`config.mk`:
```
export PLATFORM = sky130hd
export DESIGN_NAME = mem_port_arbiter
export DESIGN_NICKNAME = d
export VERILOG_FILES = /design/src/rtl/mem_port_arbiter.sv
export SDC_FILE = /design/constraint.sdc
export NUM_CORES = 1
export LEC_CHECK = 0
export BUFFER_PORTS_ARGS = -buffer_cell sky130_fd_sc_hd__buf_2
export CORE_AREA = 2 2 108 110
export DETAILED_ROUTE_END_ITERATION = 7
export DIE_AREA = 0 0 110 112
export SYNTH_ARGS = -nofsm -noshare
export SYNTH_HDL_FRONTEND = slang
export SYNTH_SLANG_ARGS = --single-unit
```
`constraint.sdc`:
```
create_clock -name clk -period 1.35 [get_ports clk]
set_clock_uncertainty 0.2 [all_clocks]
set_input_delay 0.0675 -clock clk [delete_from_list [all_inputs] [get_ports clk]]
set_output_delay 0.0675 -clock clk [all_outputs]
set_load 0.05 [all_outputs]
```
`src/rtl/mem_port_arbiter.sv`:
```
// ---------------------------------------------------------------------------
// mem_port_arbiter
//
// Shares one single-port data memory between instruction fetch (read-only)
// and the data-memory stage (load/store with byte mask). At most one access
// is granted per cycle. Grants are combinational in the request cycle. A
// fixed-latency tag pipeline remembers who issued each read so that the
// returning data is flagged valid for the right requester.
//
// The data side has priority by default. Fetch is counted while it is
// denied; after MAX_WAIT consecutive denied cycles the arbiter switches to
// fetch priority until fetch is granted once. This guarantees fetch forward
// progress under back-to-back load/store traffic.
//
// Parameters:
//   AW        address width
//   DW        data width
//   MW        write-mask width (DW/8)
//   RD_LAT    memory read latency in cycles (1..4)
//   MAX_WAIT  denied fetch cycles before fetch is forced priority (1..15)
//
// Ports:
//   clk, rst_n              clock (rising edge), async active-low reset
//   if_req/if_addr          fetch read request and address
//   if_gnt                  fetch request accepted this cycle
//   if_rvalid/if_rdata      fetch read data return
//   dm_req/dm_we/dm_addr    data request, 1 = store, address
//   dm_wdata/dm_wmask       store data and byte mask
//   dm_gnt                  data request accepted this cycle
//   dm_rvalid/dm_rdata      load data return
//   mem_en/mem_we/mem_a     memory enable, write enable, address
//   mem_wd/mem_wmask        memory write data and byte mask
//   mem_rd                  memory read data, RD_LAT cycles after a read
//
// Optional build macro MEMARB_PERF_CNT_EN adds:
//   perf_conflict[31:0]     cycles with both fetch and data requesting
//   perf_forced[31:0]       number of entries into fetch priority
// ---------------------------------------------------------------------------
module mem_port_arbiter #(
  parameter int unsigned AW       = 32,
  parameter int unsigned DW       = 32,
  parameter int unsigned MW       = 4,
  parameter int unsigned RD_LAT   = 1,
  parameter int unsigned MAX_WAIT = 3
) (
  input  logic          clk,
  input  logic          rst_n,
  // instruction fetch port
  input  logic          if_req,
  input  logic [AW-1:0] if_addr,
  output logic          if_gnt,
  output logic          if_rvalid,
  output logic [DW-1:0] if_rdata,
  // data-memory stage port
  input  logic          dm_req,
  input  logic          dm_we,
  input  logic [AW-1:0] dm_addr,
  input  logic [DW-1:0] dm_wdata,
  input  logic [MW-1:0] dm_wmask,
  output logic          dm_gnt,
  output logic          dm_rvalid,
  output logic [DW-1:0] dm_rdata,
  // memory port
  output logic          mem_en,
  output logic          mem_we,
  output logic [AW-1:0] mem_a,
  output logic [DW-1:0] mem_wd,
  output logic [MW-1:0] mem_wmask,
  input  logic [DW-1:0] mem_rd
`ifdef MEMARB_PERF_CNT_EN
  ,
  output logic [31:0]   perf_conflict,
  output logic [31:0]   perf_forced
`endif
);

  typedef enum logic [0:0] {
    DM_PRIO = 1'b0,
    IF_PRIO = 1'b1
  } prio_e;

  localparam logic [3:0] WAIT_MAX  = 4'(MAX_WAIT);
  localparam logic [3:0] WAIT_LAST = 4'(MAX_WAIT - 1);

  prio_e             r_state;
  prio_e             w_state_nxt;
  logic [3:0]        r_wait_cnt;
  logic [3:0]        w_wait_nxt;

  logic              w_if_win;
  logic              w_dm_win;
  logic              w_if_starved;

  // Tag pipeline: valid bit and owner bit (1 = fetch, 0 = data).
  logic [RD_LAT-1:0] r_tag_v;
  logic [RD_LAT-1:0] r_tag_o;
  logic [RD_LAT:0]   w_tag_v_ext;
  logic [RD_LAT:0]   w_tag_o_ext;
  logic              w_push_v;
  logic              w_push_o;

  // -------------------------------------------------------------------------
  // Grant selection. Both grants are forced low while reset is asserted so
  // that no memory access can be issued during reset.
  // -------------------------------------------------------------------------
  always_comb begin
    w_if_win = 1'b0;
    w_dm_win = 1'b0;
    if (rst_n) begin
      unique case (r_state)
        DM_PRIO: begin
          w_dm_win = dm_req;
          w_if_win = if_req & ~dm_req;
        end
        IF_PRIO: begin
          w_if_win = if_req;
          w_dm_win = dm_req & ~if_req;
        end
        default: begin
          w_if_win = 1'b0;
          w_dm_win = 1'b0;
        end
      endcase
    end
  end

  assign if_gnt       = w_if_win;
  assign dm_gnt       = w_dm_win;
  assign w_if_starved = if_req & ~w_if_win;

  // -------------------------------------------------------------------------
  // Starvation counter and priority FSM
  // -------------------------------------------------------------------------
  always_comb begin
    w_wait_nxt = r_wait_cnt;
    if (!w_if_starved) begin
      w_wait_nxt = '0;
    end else if (r_wait_cnt < WAIT_MAX) begin
      w_wait_nxt = r_wait_cnt + 4'd1;
    end
  end

  always_comb begin
    w_state_nxt = r_state;
    unique case (r_state)
      DM_PRIO: begin
        if (w_if_starved && (r_wait_cnt == WAIT_LAST)) begin
          w_state_nxt = IF_PRIO;
        end
      end
      IF_PRIO: begin
        if (w_if_win) begin
          w_state_nxt = DM_PRIO;
        end
      end
      default: w_state_nxt = DM_PRIO;
    endcase
  end

  always_ff @(posedge clk or negedge rst_n) begin
    if (!rst_n) begin
      r_state    <= DM_PRIO;
      r_wait_cnt <= '0;
    end else begin
      r_state    <= w_state_nxt;
      r_wait_cnt <= w_wait_nxt;
    end
  end

  // -------------------------------------------------------------------------
  // Memory drive
  // -------------------------------------------------------------------------
  always_comb begin
    mem_a = '0;
    if (w_if_win) begin
      mem_a = if_addr;
    end else if (w_dm_win) begin
      mem_a = dm_addr;
    end
  end

  assign mem_en    = w_if_win | w_dm_win;
  assign mem_we    = w_dm_win & dm_we;
  assign mem_wd    = dm_wdata;
  assign mem_wmask = mem_we ? dm_wmask : '0;

  // -------------------------------------------------------------------------
  // Tag pipeline. Every cycle pushes one entry (a bubble when there is no
  // read), so the tail always lines up with the memory's read latency.
  // The extended vectors make the shift work for RD_LAT = 1 as well.
  // -------------------------------------------------------------------------
  assign w_push_v    = w_if_win | (w_dm_win & ~dm_we);
  assign w_push_o    = w_if_win;
  assign w_tag_v_ext = {r_tag_v, w_push_v};
  assign w_tag_o_ext = {r_tag_o, w_push_o};

  always_ff @(posedge clk or negedge rst_n) begin
    if (!rst_n) begin
      r_tag_v <= '0;
      r_tag_o <= '0;
    end else begin
      r_tag_v <= w_tag_v_ext[RD_LAT-1:0];
      r_tag_o <= w_tag_o_ext[RD_LAT-1:0];
    end
  end

  assign if_rvalid = r_tag_v[RD_LAT-1] &  r_tag_o[RD_LAT-1];
  assign dm_rvalid = r_tag_v[RD_LAT-1] & ~r_tag_o[RD_LAT-1];
  assign if_rdata  = mem_rd;
  assign dm_rdata  = mem_rd;

`ifdef MEMARB_PERF_CNT_EN
  // -------------------------------------------------------------------------
  // Performance counters (free-running, wrap at 2^32)
  // -------------------------------------------------------------------------
  logic [31:0] r_perf_conflict;
  logic [31:0] r_perf_forced;

  always_ff @(posedge clk or negedge rst_n) begin
    if (!rst_n) begin
      r_perf_conflict <= '0;
      r_perf_forced   <= '0;
    end else begin
      if (if_req && dm_req) begin
        r_perf_conflict <= r_perf_conflict + 32'd1;
      end
      if ((r_state == DM_PRIO) && (w_state_nxt == IF_PRIO)) begin
        r_perf_forced <= r_perf_forced + 32'd1;
      end
    end
  end

  assign perf_conflict = r_perf_conflict;
  assign perf_forced   = r_perf_forced;
`endif

endmodule

```
== Word level (Yosys, flattened, before mapping) ==
Index checks and enable logic that the tools add are counted.
Storage, ports and cells
  bits in registers: 7
  input bits: 137
  output and inout port bits: 138
  logic and storage cells: 36
Operators by class
  $add $sub $neg: 1
  $lt $le $gt $ge: 1
  equality and inequality tests: 2
  muxes and demuxes: 12
  bitwise logic cells: 15
  reductions and logical operators: 1
Operators with widths (number)
  32-bit 2-to-1 mux: 2
  4-bit 2-to-1 mux: 3
  1-bit bitwise AND: 7
  1-bit inverter: 6
  1-bit one-hot mux with 2 select lines: 3
  4-bit by 1-bit adder with 4-bit output, second input constant: 1
  4-bit by 2-bit equality test with 1-bit output, second input constant: 1
  4-bit by 2-bit < comparator with 1-bit output, second input constant: 1
  1-bit 2-to-1 mux: 4
  2-bit by 1-bit inequality test with 1-bit output, second input constant: 1
  1-bit OR: 2
  1-bit logical AND: 1

== Longest topological paths before layout ==
  word-level depth: 9
  gate-level depth with buffers: 5
  depth with buffers taken out: 4

== Worst setup path before layout ==
Ideal clock, no wire load.
  path kind: register to output
  start: reg r_state
  end: out mem_a[23]
  arrival time: 1.409 ns
  required time: 1.082 ns
  path slack: -0.327 ns
  cell stages (with the launch flop): 4
  path buffers: 1
  cells stage by stage: dfrtp_1 a21oi_2 buf_2 a22o_1
Between the ends
  word-level cells in the longest chain between the ends: 5
  elaborated cells on any way between the ends: 7
  classes of those cells: mux (6); bitwise (1)
Ends and longest elaborated chain
  from (decl): RTL line 85  | prio_e r_state;
  from (signal assigned): RTL line 165  | r_state <= w_state_nxt;
  1-bit inverter: RTL line 110  | unique case (r_state)
  1-bit one-hot mux with 2 select lines (*): RTL line 110
  1-bit 2-to-1 mux (*): RTL line 109  | if (rst_n) begin
  via dm_gnt: RTL line 60  | output logic dm_gnt,
  32-bit 2-to-1 mux (*): RTL line 177  | end else if (w_dm_win) begin
  32-bit 2-to-1 mux (*): RTL line 175  | if (w_if_win) begin
  to (decl): RTL line 66  | output logic [AW-1:0] mem_a,
The timed path passes the listed nets; every way through them passes the cells marked *.

== Final worst setup path ==
  start: reg r_state
  end: out mem_wmask[0]
Between the ends
  word-level cells in the longest chain between the ends: 5
Ends and longest elaborated chain
  1-bit inverter: RTL line 110
  1-bit one-hot mux with 2 select lines (*): RTL line 110
  1-bit 2-to-1 mux (*): RTL line 109
  1-bit bitwise AND (*): RTL line 183  | assign mem_we = w_dm_win & dm_we;
  4-bit 2-to-1 mux (*): RTL line 185  | assign mem_wmask = mem_we ? dm_wmask : '0;
  to (decl): RTL line 68  | output logic [MW-1:0] mem_wmask,
Every way passes the cells marked *; elsewhere a longest branch is shown, timed or not.

==> impl_metrics.json <==
{
  "crit_arrival_ns": 1.54,
  "hold_violations": 0,
  "dpl.hpwl_microns": 4940,
  "drive_above_1_share_pct": 66.2,
  "wl_per_cell_microns": 17.1,
  "cts-buffers-inserted": 3,
  "fin_crit_sh_pct": 134,
  "power_uw": 2950,
  "clkTransAtPathRegs_ns": 0.04,
  "first_global_vias": 1665,
  "finalCriticalPeriod_ns": 1.81,
  "p_per_area_nw_per_um2": 937,
  "leakage_uw": 0.00180,
  "finalSetupViolations": 42,
  "synthesis.area_sq_um": 1450,
  "status": "finished, violations left",
  "cp_max_fo": 8,
  "root_buffer": "clkbuf_16",
  "grt_max_degree": 37,
  "path_class": "reg -> out",
  "hold_ws_ns": 0.119,
  "hold_path_class": "in -> reg",
  "htree_levels": 1,
  "grt_overflow_total": 0,
  "ir_drop_mv": 0.355,
  "syn_avg_cell_area_sq_um": 8.45,
  "synth_fp_nets": 310,
  "die_h_microns": 112,
  "dp_slack_ns": -0.360,
  "cts_sinks": 7,
  "area_growth_pct": 118,
  "start_util_pct": 12.9,
  "dp_cells": 335,
  "portBuffers": 114,
  "synth_seq_cells": 7,
  "pin_count": 275,
  "fin_cells": 418,
  "async_flop_share_pct": 100,
  "worstMarginPinSlew_ns": 1.04,
  "drcViolationCount": 0,
  "clock_latency_ns": 0.23,
  "synth_flop_cell": "dfrtp_1",
  "synth_enable_flop_cells": 0,
  "core_area_sq_um": 11200,
  "ys_types": 22,
  "worst_slack_ns": -0.461,
  "drtIter0Drc": 24,
  "yosys_warnings": 0,
  "routabilityCongestion": 0.634,
  "max_freq_mhz": 552,
  "nNetsFinal": 412,
  "rsz0062_at_grt": "yes",
  "clock_path_buffers": 2,
  "antenna_found_initial": 3,
  "synth.most_common_cell": "buf_4",
  "required_ns": 1.08,
  "num_vias": 1584,
  "cts_tree": "built",
  "yosysTopAreaCell": "buf_4",
  "worstSetupEndpointType": "output pin",
  "die_w_microns": 110,
  "violations": "negative setup slack",
  "ys_seq_area_share_pct": 12.1,
  "wl_microns": 7160,
  "max_cap_viol_count": 0,
  "slew_viol_final": 0,
  "dieArea_sq_um": 12300,
  "viasPerCell": 3.79,
  "drtAntennaViolNets": 0,
  "firstDrtPassIters": 4,
  "yosysTopAreaCellShare_pct": 50.4,
  "cp-start-kind": "flop",
  "final.setup.tns_ns": -16.82,
  "placementRows": 39,
  "max_slew_margin_pct": 30.7,
  "synthTopCellsByCount": "buf_4 (97), a22o_1 (32), and3_1 (8)",
  "grt_usage_pct": 9.96,
  "synth_area_leaders": "buf_4 (50%), a22o_1 (19%), dfrtp_1 (12%)",
  "syn_inst": 171,
  "grt_pass1_wl_microns": 8840
}
-- critical path, cell delays in order (launching register included) --
cell and delay (ns):
dfrtp_1 0.42, buf_6 0.14, a21oi_4 0.12, buf_6 0.16
buf_12 0.14, and3_4 0.19, buf_8 0.14
-- metrics by stage --
stage               instance area (sq um)  utilization (%)
floorplan                            1720                -
global route                         3150             28.1
finish                               3150             28.1
detailed placement                   1770             15.8
global placement                     1770             15.8
CTS                                  2880             25.8
-- kinds of logic (layout without fill, tap and decap cells) --
| logic type | after synthesis | after routing | synth area share, % |
|---|---|---|---|
| multiplexers | 1 | 1 | 0.693 |
| flip-flops | 7 | 7 | 12.1 |
| adder cells (fa/ha/maj) | 2 | 2 | 1.73 |
| other | 0 | 3 | 0 |
| buffers and inverters | 108 | 209 | 55.7 |
| AO/OA/AOI/OAI | 37 | 37 | 22.9 |
| XOR/XNOR | 1 | 1 | 0.606 |
| AND/OR/NAND/NOR | 15 | 15 | 6.23 |
-- final cells by class --
class	instances	area, sq um
fill	1134	8030
antenna	3	7.51
clock buffer	4	78.8
tap	143	179
timing repair inverter	1	11.3
inverter	5	31.3
sequential	7	175
multi-input combinational	56	763
timing repair buffer	199	1900
-- final timing paths --
| check | cells past startpoint | slack (ns) | endpoint | from |
|---|---|---|---|---|
| setup / recovery | 6 | -0.46 | mem_wmask[0] | r_state |
| hold / removal | 4 | 0.12 | r_tag_o | if_req |
| setup reg to reg | 5 | -0.03 | r_tag_v | r_state |
| min in group asynchronous | 4 | 0.42 | r_state | rst_n |
| hold reg to reg | 1 | 0.44 | r_wait_cnt[2] | r_wait_cnt[2] |
| max in group asynchronous | 4 | 0.38 | r_tag_v | rst_n |
-- power by group --
part / switching, uW / total [uW] / internal (uW)
clock network: 113 / 506 / 393
registers: 28.2 / 266 / 238
logic: 1360 / 2170 / 817
-- metal layers --
| layer | track usage, % | routed length, microns |
|---|---|---|
| met2 | 21.7 | 4400 |
| met3 | 1.35 | 683 |
| met5 | 0 | 0 |
| met4 | 5.49 | 237 |
| met1 | 7.75 | 1840 |
-- repair_timing --
item	CTS	global route
gates resized for setup	93	67
hold endpoints to repair	104	7
buffers inserted	3	3
setup endpoints to repair	43	108
gates cloned	2	1
hold buffers	66	1
pin swaps	6	4
-- registers in the layout, summed over array words and instances (netlist names) --
register and count:
r_wait_cnt 4, r_state 1, r_tag_o 1, r_tag_v 1
-- cells in the final DEF, fill, tap and decap left out, drive strengths merged --
cell type	instances
dlygate4sd3	34
a22o	32
inv	6
dlymetal6s4s	33
dfrtp	7
a31oi	1
o211ai	1
nand2	1
and3	8
mux2i	1
and2	2
nor2	2
diode	3
xnor2	1
nor2b	1
clkbuf	4
a21o	1
ha	2
nor3	1
buf	132
o21a	1
a21oi	1
Power figures use the tool's default switching activity.
